===== src/rtl/apu_frame_sequencer.sv =====
// APU frame sequencer: divides CPU-rate enables into quarter/half-frame strobes
// and the 4-step frame IRQ, reprogrammed by $4017 writes after a short delay.
module apu_frame_sequencer #(
    parameter int unsigned CNT_W    = 16,
    parameter int unsigned STEP1    = 7457,
    parameter int unsigned STEP2    = 14913,
    parameter int unsigned STEP3    = 22371,
    parameter int unsigned STEP4    = 29829,
    parameter int unsigned STEP5    = 37281,
    parameter int unsigned WR_DELAY = 3
) (
    input  logic             clk,
    input  logic             rst_l,
    input  logic             cpu_ce,
    input  logic             wr_en,
    input  logic [1:0]       wr_data,
    input  logic             irq_ack,
    output logic             quarter_frame,
    output logic             half_frame,
    output logic             frame_irq,
    output logic             mode,
    output logic [CNT_W-1:0] cycle_cnt
);

    localparam int unsigned DLY_W = (WR_DELAY < 2) ? 1 : $clog2(WR_DELAY + 1);

    typedef enum logic {
        RUN,
        WR_PEND
    } state_t;

    state_t           state;
    logic             inhibit;
    logic [DLY_W-1:0] dly;

    logic [CNT_W-1:0] wrap_c;
    logic             quarter_c;
    logic             half_c;
    logic             irq_set_c;
    logic             restart_c;

    // Event decode from the current count under the current (pre-write) mode
    always_comb begin
        quarter_c = 1'b0;
        half_c    = 1'b0;
        irq_set_c = 1'b0;
        wrap_c    = mode ? CNT_W'(STEP5 + 1) : CNT_W'(STEP4 + 1);
        restart_c = cpu_ce && !wr_en && (state == WR_PEND) && (dly == DLY_W'(1));

        if (cycle_cnt == CNT_W'(STEP1) || cycle_cnt == CNT_W'(STEP3)) begin
            quarter_c = 1'b1;
        end
        if (cycle_cnt == CNT_W'(STEP2)) begin
            quarter_c = 1'b1;
            half_c    = 1'b1;
        end
        if (!mode && cycle_cnt == CNT_W'(STEP4)) begin
            quarter_c = 1'b1;
            half_c    = 1'b1;
        end
        if (mode && cycle_cnt == CNT_W'(STEP5)) begin
            quarter_c = 1'b1;
            half_c    = 1'b1;
        end
        if (!mode && !inhibit &&
            cycle_cnt >= CNT_W'(STEP4 - 1) && cycle_cnt <= CNT_W'(STEP4 + 1)) begin
            irq_set_c = 1'b1;
        end
    end

    always_ff @(posedge clk) begin
        if (!rst_l) begin
            state         <= RUN;
            cycle_cnt     <= '0;
            mode          <= 1'b0;
            inhibit       <= 1'b0;
            dly           <= '0;
            frame_irq     <= 1'b0;
            quarter_frame <= 1'b0;
            half_frame    <= 1'b0;
        end else begin
            quarter_frame <= 1'b0;
            half_frame    <= 1'b0;

            if (cpu_ce) begin
                if (restart_c) begin
                    // Restart replaces this enable's increment and decoded event
                    cycle_cnt     <= '0;
                    state         <= RUN;
                    quarter_frame <= mode;
                    half_frame    <= mode;
                end else begin
                    quarter_frame <= quarter_c;
                    half_frame    <= half_c;
                    cycle_cnt     <= (cycle_cnt == wrap_c) ? '0 : cycle_cnt + CNT_W'(1);
                    if (state == WR_PEND && !wr_en) begin
                        dly <= dly - DLY_W'(1);
                    end
                end
            end

            if (wr_en) begin
                mode    <= wr_data[1];
                inhibit <= wr_data[0];
                dly     <= DLY_W'(WR_DELAY);
                state   <= WR_PEND;
            end

            // Set has priority over acknowledge / inhibit-write clear
            if (cpu_ce && !restart_c && irq_set_c) begin
                frame_irq <= 1'b1;
            end else if (irq_ack || (wr_en && wr_data[0])) begin
                frame_irq <= 1'b0;
            end
        end
    end

endmodule


===== config.mk =====
export PLATFORM = sky130hd
export DESIGN_NAME = apu_frame_sequencer
export DESIGN_NICKNAME = d
export VERILOG_FILES = /design/src/rtl/apu_frame_sequencer.sv
export SDC_FILE = /design/constraint.sdc
export NUM_CORES = 1
export LEC_CHECK = 0
export ABC_AREA = 1
export BUFFER_PORTS_ARGS = -buffer_cell sky130_fd_sc_hd__buf_2
export CAP_MARGIN = 15
export CORE_MARGIN = 4
export CORE_UTILIZATION = 55
export DETAILED_ROUTE_END_ITERATION = 10
export PLACE_DENSITY = 0.77
export SYNTH_ARGS = -nofsm -noshare
export SYNTH_HDL_FRONTEND = slang
export SYNTH_SLANG_ARGS = --single-unit

===== constraint.sdc =====
create_clock -name clk -period 3.05 [get_ports clk]
set_input_delay 0.1525 -clock clk [delete_from_list [all_inputs] [get_ports clk]]
set_output_delay 0.1525 -clock clk [all_outputs]
set_load 0.05 [all_outputs]

# After elaboration in Yosys (flattened, before gate mapping)
# Index checks and enable logic that the tools add are counted.
# op_classes
mul	0
n_div	0
n_lt_le_gt_ge	2
muxes	22
n_eq_ne	8
reduce_logical	25
add_sub_neg	2
bitwise	0
n_shift	0
# op_table
op	n
16-bit two-way mux	3
16-bit by 15-bit == test with 1-bit output (second input constant)	2
16-bit by 1-bit adder with 16-bit output (second input constant)	1
16-bit by 13-bit == test with 1-bit output (second input constant)	1
16-bit by 14-bit == test with 1-bit output (second input constant)	1
16-bit == test	1
16-bit == test (second input constant)	1
16-bit by 15-bit greater-or-equal comparator with 1-bit output (second input constant)	1
16-bit by 15-bit less-or-equal comparator with 1-bit output (second input constant)	1
1-bit two-way mux	15
1-bit logical AND	12
2-bit two-way mux	4
2-bit nonzero test	4
1-bit zero test	4
2-bit AND reduction	2
3-bit AND reduction	1
2-bit by 1-bit == test with 1-bit output (second input constant)	1
1-bit logical OR	2
2-bit inequality test (second input constant)	1
2-bit by 1-bit subtractor with 2-bit output (second input constant)	1
# totals
in_bits	7
out_inout_bits	20
regBits	24
ramBits	0
elab_cells	67
rom_bits	0
latchBits	0
memories	0

# Logic depth before layout (Yosys ltp)
# Gate-level depths: netlist of run 1.
# logic_depth
depth_word	8
depth_mapped	11
depth_no_buf	10

# Worst setup path after synthesis of run 1
# No wires, ideal clock.
# synth_timing
path_kind	reg2reg
startpoint	reg cycle_cnt[0]
endpoint	reg cycle_cnt[12]
period_less_slack_ps	1843
n_path_buf	0
t_required_ps	2909
slack_ps	1207
arrival_time_ps	1703
stages_incl_launch_ff	11
setup_time_ps	141
cell_sequence	dfxtp_1 > ha_1 > nand2_1 > nor2_4 > nand2_2 > nor2_2 > nand2_1 > nand2_1 > clkinv_1 > nand3_2 > a21oi_2
# synth_between
elab_chain_cells	3
elab_cells_between_ends	4
cone_classes	add/sub: 1; eq/ne: 1; mux: 2
# synth_rtl
element	line	rtl
from (decl)	22	output logic [CNT_W-1:0] cycle_cnt
from (signal assigned)	95	cycle_cnt <= (cycle_cnt == wrap_c) ? '0 : cycle_cnt + CNT_W'(1);
16-bit by 1-bit adder with 16-bit output or 16-bit == test (tied branches)	95	
16-bit two-way mux (*)	95	
16-bit two-way mux (*)	86	if (restart_c) begin
# Mark *: on every way between the ends. The rest lies on a longest branch, timed or not.
# A chain may end at the register's enable or synchronous reset.

# Worst setup path in the final report of run 1
# layout_timing
startpoint	reg cycle_cnt[12]
endpoint	reg cycle_cnt[8]
# layout_between
elab_chain_cells	3
# layout_rtl
element	line
16-bit == test	95
16-bit two-way mux	95
16-bit two-way mux	86
# No other way between the ends.

==> results of run 1 <==
## flip-flops by register name, indices dropped and copies added, names as in the netlist
name           count
cycle_cnt         16
dly                2
frame_irq          1
half_frame         1
inhibit            1
mode               1
quarter_frame      1
state              1
## cells in the final DEF (no fill, tap or decap), types with 3 or more instances in the layout
master and instances:
a21oi_1 11, a21oi_2 10, buf_2 26, clkbuf_4 3, clkinv_1 3, dfxtp_1 24, ha_1 5, inv_1 25
inv_2 11, nand2_1 71, nand2_2 4, nand3_1 17, nand3_2 10, nand4_1 10, nor2_1 27, nor2_2 6
nor2_4 5, nor3_1 9, o21ai_0 6, xor2_1 8
## area by class of cell
| class | instances | area, µm² | share of cell area (%) |
|---|---|---|---|
| clock buffers | 4 | 36.3 | 1.84 |
| flip-flops and latches | 24 | 480 | 24.3 |
| well taps | 44 | 55.1 | 2.79 |
| repair buffers | 26 | 130 | 6.59 |
| multi-input cells | 205 | 1130 | 57.1 |
| inverters | 39 | 146 | 7.41 |
## metrics by stage
step           std cells  utilization (%)
2_1_floorplan        277                -
3_3_place_gp         338             62.5
3_5_place_dp         338             62.5
4_1_cts              342             63.7
5_1_grt              342             63.7
6_report             342             63.7
## per-layer routing
| metal | vias up | track usage [%] | routed length (µm) |
|---|---|---|---|
| li1 | 923 | - | - |
| met1 | 818 | 33.2 | 2100 |
| met2 | 77 | 36.5 | 2110 |
| met3 | 6 | 4.96 | 375 |
| met4 | 0 | 6.48 | 53 |
| met5 | - | 0 | 0 |
## cells in the mapped netlist
master    count  share of area, %
nor2_1       27               5.6
inv_1        25               5.2
nand3_2      10               5.5
nor4_1        1              0.34
buf_2         2              0.55
dfxtp_1      24                26
nand3b_1      1              0.41
buf_6         2               1.2
nor3_1        9               2.5
a21oi_1      11               3.0
buf_4         3               1.2
nor2_4        5               3.1
clkbuf_1      1              0.21
ha_1          5               3.4
o21ai_1       1              0.28
o211ai_1      1              0.41
nand2_2       4               1.4
nand2_1      71                15
clkinv_1      3              0.62
xnor2_1       1              0.48
o21ai_0       6               1.7
nand4_1      10               3.4
a211oi_1      1              0.41
inv_2        11               2.3
nor2_2        6               2.1
xor2_1        8               3.9
nand3_1      17               4.7
buf_1         1              0.21
a21oi_2      10               4.8
## kinds of logic (layout without fill, tap and decap cells)
group | count (synthesis) | after routing | synth area share, %
flip-flops | 24 | 24 | 26.4
adder cells (fa/ha/maj) | 5 | 5 | 3.44
AO/OA/AOI/OAI | 30 | 30 | 10.6
XOR/XNOR | 9 | 9 | 4.34
AND/OR/NAND/NOR | 161 | 161 | 43.7
buffers and inverters | 48 | 69 | 11.5
## critical path, stage by stage, from the launching register on
cell	delay, ns
dfxtp_1	0.51
inv_1	0.13
nor2_1	0.11
nand2_1	0.07
nor2_2	0.10
nand2_1	0.06
nand2_1	0.06
nand3_2	0.31
nand3_1	0.18
a21oi_1	0.07
## power by group through the flow
stage,registers (mW),clock network [mW],logic (mW)
2_1_floorplan,0.345,0,0.0433
3_3_place_gp,0.335,0,0.0715
3_5_place_dp,0.335,0,0.0726
4_1_cts,0.328,0.179,0.0729
5_1_grt,0.329,0.195,0.0816
6_report,0.328,0.173,0.0728
## how the worst min path moves through the flow
stage                     from  slack, ns        end  cells past startpoint
global placement         rst_l       0.43     dly[1]                      3
floorplan                rst_l       0.25     dly[1]                      2
global route           irq_ack       0.08  frame_irq                      3
CTS                    irq_ack       0.08  frame_irq                      3
finish                 irq_ack       0.09  frame_irq                      3
detailed placement  wr_data[1]       0.44       mode                      3
==> flow_summary.ini, run 1 <==
[placed_design]
gp_congestion = 0.971
numPortBuffers = 26
post-dp-hpwl_mm = 3.49
postPlaceCellArea_mm2 = 0.00194
dp_slack_ns = 1.37

[worst_setup_path]
r2r_start = cycle_cnt[12]
crit_arrival_ns = 1.93
r2r_slack_ns = 1.32
required_ns = 3.25
cp_max_fo = 12
end_kind = register
critPathLaunchType = register
ff2ff_path_depth = 9
crit_type = reg -> reg
rr_endpoint = cycle_cnt[8]
startpoint = cycle_cnt[12]
crit_end = cycle_cnt[8]

[sta]
finClkSkew_ns = 0.00258
slew_headroom_pct = 55.5
holdWs_ns = 0.0869
final.period_utilization_pct = 56.6
rsz0062_at_grt = no
tightestPinTransition_ns = 0.664
hold_viol_final = 0
finalSetupTns_ns = 0
setup_viol = 0
min_period_ns = 1.73
fin_ws_ns = 1.32
fmax_mhz = 579
slew_violations = 0

[cts]
ctsHoldBuffers = 0
post-cts-setup-buffers = 0
cts_root_buf = clkbuf_4
clock-sinks = 24
cts_buffers = 3
clk_latency_ns = 0.32
ctsResizeCount = 0
clock_path_buffers = 2
htreeDepth = 1
clk_pin_slew_ns = 0.14
cts_tree = done

[synth]
avgSynthCellArea_um2 = 6.56
ys_seq_area_share_pct = 26.4
synth_nets = 289
synthCells = 277
yosysWarnings = 0
ys_ff_latch = 24
synth_cell_types = 29
synthesis.area_mm2 = 0.00182

[routing]
via_count = 1824
drt-pass1-iter-count = 7
drt-initial-drc-count = 160
remaining_drc_errors = 0
routed_wl_mm = 4.64
drtAntennaViolNets = 0
routed_via_density = 5.33
routedWlPerCell_um = 13.6

[pwr]
p_per_area_mw_per_mm2 = 290
p_total_uw = 573
sw_frac_of_total_pct = 27.9
pwr-share-comb_pct = 12.7
p_sw_uw = 160
p_seq_share_pct = 57.2
p_int_uw = 414
leakagePower_nw = 0.834
vdd_drop_max_mv = 0.165
pwr-share-clk_pct = 30.1

[final_layout]
design_area_mm2 = 0.00198
layout-drive-gt1-share_pct = 25.5
n_antenna_cell = 0
nets = 311
syn_to_final_growth_pct = 8.75
fillers = 320

[grt]
grt_pass1_wl_mm = 7.97
overflow = 0
grt_pass1_vias = 1647
antenna_found_initial = 0
grt_start_max_net_pins = 20
grt_use_total_pct = 23.7

[floorplanning]
die_width_um = 65.5
die_h_um = 65.5
initial_core_util_pct = 58.5
io_pins = 27
die-area_mm2 = 0.00429
core_mm2 = 0.00310
row_count = 20

[job]
maxCapViolCount = 0

[hold_path]
hold_path.class = in -> reg

[status]
status = finished, final reports clean
Power figures use the tool's default switching activity.
==> run 2: changes to the inputs <==
--- a/config.mk
+++ b/config.mk
@@ -9,9 +9,9 @@
 export BUFFER_PORTS_ARGS = -buffer_cell sky130_fd_sc_hd__buf_2
 export CAP_MARGIN = 15
 export CORE_MARGIN = 4
-export CORE_UTILIZATION = 55
+export CORE_UTILIZATION = 51
 export DETAILED_ROUTE_END_ITERATION = 10
-export PLACE_DENSITY = 0.77
+export PLACE_DENSITY = 0.75
 export SYNTH_ARGS = -nofsm -noshare
 export SYNTH_HDL_FRONTEND = slang
 export SYNTH_SLANG_ARGS = --single-unit
==> constraint.sdc (replaced) <==
create_clock -name clk -period 1.5 [get_ports clk]
set_input_delay 0.075 -clock clk [delete_from_list [all_inputs] [get_ports clk]]
set_output_delay 0.075 -clock clk [all_outputs]
set_load 0.05 [all_outputs]
==> run 2 against run 1 <==
Critical path depth unchanged. Global-route usage grew 2.1 points. Sequential cell count unchanged. Via count grew 11%. Critical path type unchanged. Maximum frequency up 18%. Largest cell class unchanged. Total power increased by 110%. Highest routed layer unchanged. Register-to-register slack worse by 1.3 ns.
==> flow_summary.ini, run 2 (synthesized netlist as in run 1, its figures left out) <==
[placed_design]
gp_congestion = 0.962
dp_slack_ns = 0.0380
postPlaceCellArea_mm2 = 0.00206
post-dp-hpwl_mm = 3.99
dp.cells = 349
numPortBuffers = 26

[routing]
top_layer_used = met4
drt-met1-wl_mm = 2.33
drt-pass1-iter-count = 5
routed_via_density = 5.50
drt-initial-drc-count = 179
routedWlPerCell_um = 14.7
drtAntennaViolNets = 0
via_count = 2024
wl_met3_um = 499
remaining_drc_errors = 0
routed_wl_mm = 5.42
route.met2.wl_mm = 2.36

[pwr]
p_per_area_mw_per_mm2 = 521
sw_frac_of_total_pct = 29.7
p_sw_uw = 364
p_seq_share_pct = 53.8
pwr-share-comb_pct = 16.2
vdd_drop_max_mv = 0.325
p_int_uw = 862
p_total_mw = 1.23
leakagePower_nw = 1.02
pwr-share-clk_pct = 30.0

[worst_setup_path]
cp_slowest_stage_delay_ns = 0.42
critPathLaunchType = register
crit_type = reg -> reg
end_kind = register
cp_max_fo = 6
critPathSlowestCell = dfxtp_4
crit_arrival_ns = 1.74
crit_chain = ha_4 -> nand2_2 -> nor2_4 -> nand2_4 -> nor2_4 -> nand3_1 -> nand2_1 -> nand3_2 -> a21oi_2
crit_top_cell = nor2_4
required_ns = 1.78

[cts]
cts_tree = done
htreeDepth = 1
clk_pin_slew_ns = 0.14
cts_buffers = 3
clock_path_buffers = 2
cts_root_buf = clkbuf_4
clock-sinks = 24
clk_latency_ns = 0.33

[grt]
grt_pass1_vias = 1849
grt_start_max_net_pins = 14
grt_pass1_wl_mm = 8.87
antenna_found_initial = 0
grt_use_total_pct = 25.8
overflow = 0

[final_layout]
largest_reg_flops = 16
syn_to_final_growth_pct = 29.5
mostFrequentLayoutCell = nand2_1
final_cells = 368
largest-register = cycle_cnt
layout-drive-gt1-share_pct = 41.3
n_antenna_cell = 0
reg_top3 = cycle_cnt (16), dly (2)
nets = 335
fillers = 305
final_cell_mix = 67 x nand2_1, 26 x buf_2, 24 x inv_1, 21 x nor2_1, 17 x buf_4
final_core_util_pct = 69.4
design_area_mm2 = 0.00235

[sta]
tightestPinTransition_ns = 0.321
fmax_mhz = 683
finalSetupTns_ns = 0
min_period_ns = 1.46
slew_violations = 0
holdWs_ns = 0.00841
setup_viol = 0
slew_headroom_pct = 78.4
hold_viol_final = 0
final.period_utilization_pct = 97.6
finClkSkew_ns = 0.00147
fin_ws_ns = 0.0364

[status]
status = finished, final reports clean

[floorplanning]
initial_core_util_pct = 53.6
core_mm2 = 0.00339
die_h_um = 67.7
io_pins = 27
die-area_mm2 = 0.00458
row_count = 21
die_width_um = 67.7

[job]
maxCapViolCount = 0

[hold_path]
hold_path.class = in -> reg
-- run 2: area by class of cell --
| class | instances | area (µm²) | area share [%] |
|---|---|---|---|
| multi-input cells | 205 | 1220 | 51.9 |
| flip-flops and latches | 24 | 518 | 22.0 |
| repair buffers | 50 | 374 | 15.9 |
| inverters | 39 | 146 | 6.22 |
| well taps | 46 | 57.6 | 2.45 |
| clock buffers | 4 | 36.3 | 1.54 |
-- run 2: worst max-delay path: cells and delay by family (launching register included) --
kind	cells	cell delay, ns
compound gates	1	0.10
flops	1	0.42
simple gates	7	0.74
fa+ha+maj	1	0.14
-- run 2: final timing paths --
kind,from,endpoint,slack (ns),cells past startpoint
setup reg to reg,cycle_cnt[0],cycle_cnt[14],0.04,9
hold / removal,rst_l,dly[1],0.008,3
hold reg to reg,inhibit,inhibit,0.49,2
setup / recovery,cycle_cnt[0],cycle_cnt[14],0.04,9
-- run 2: repair_timing --
action,in CTS,in global routing
resized for setup,0,31
buffers inserted,0,12
hold buffers,2,0
endpoints found under the setup margin,0,16
endpoints found under the hold margin,2,0
-- run 2: layer usage --
layer / vias up / GRT usage, %
met5: - / 0
met2: 119 / 41.9
met4: 0 / 11.1
met1: 895 / 33.2
li1: 981 / -
met3: 29 / 4.49
-- run 2: power groups by stage --
stage               Clock (mW)  Sequential (mW)  Combinational [mW]
finish                   0.368            0.659               0.199
global route             0.404            0.662               0.215
CTS                      0.378            0.665               0.178
detailed placement           0            0.679               0.173
global placement             0            0.679               0.172
floorplan                    0            0.699              0.0881
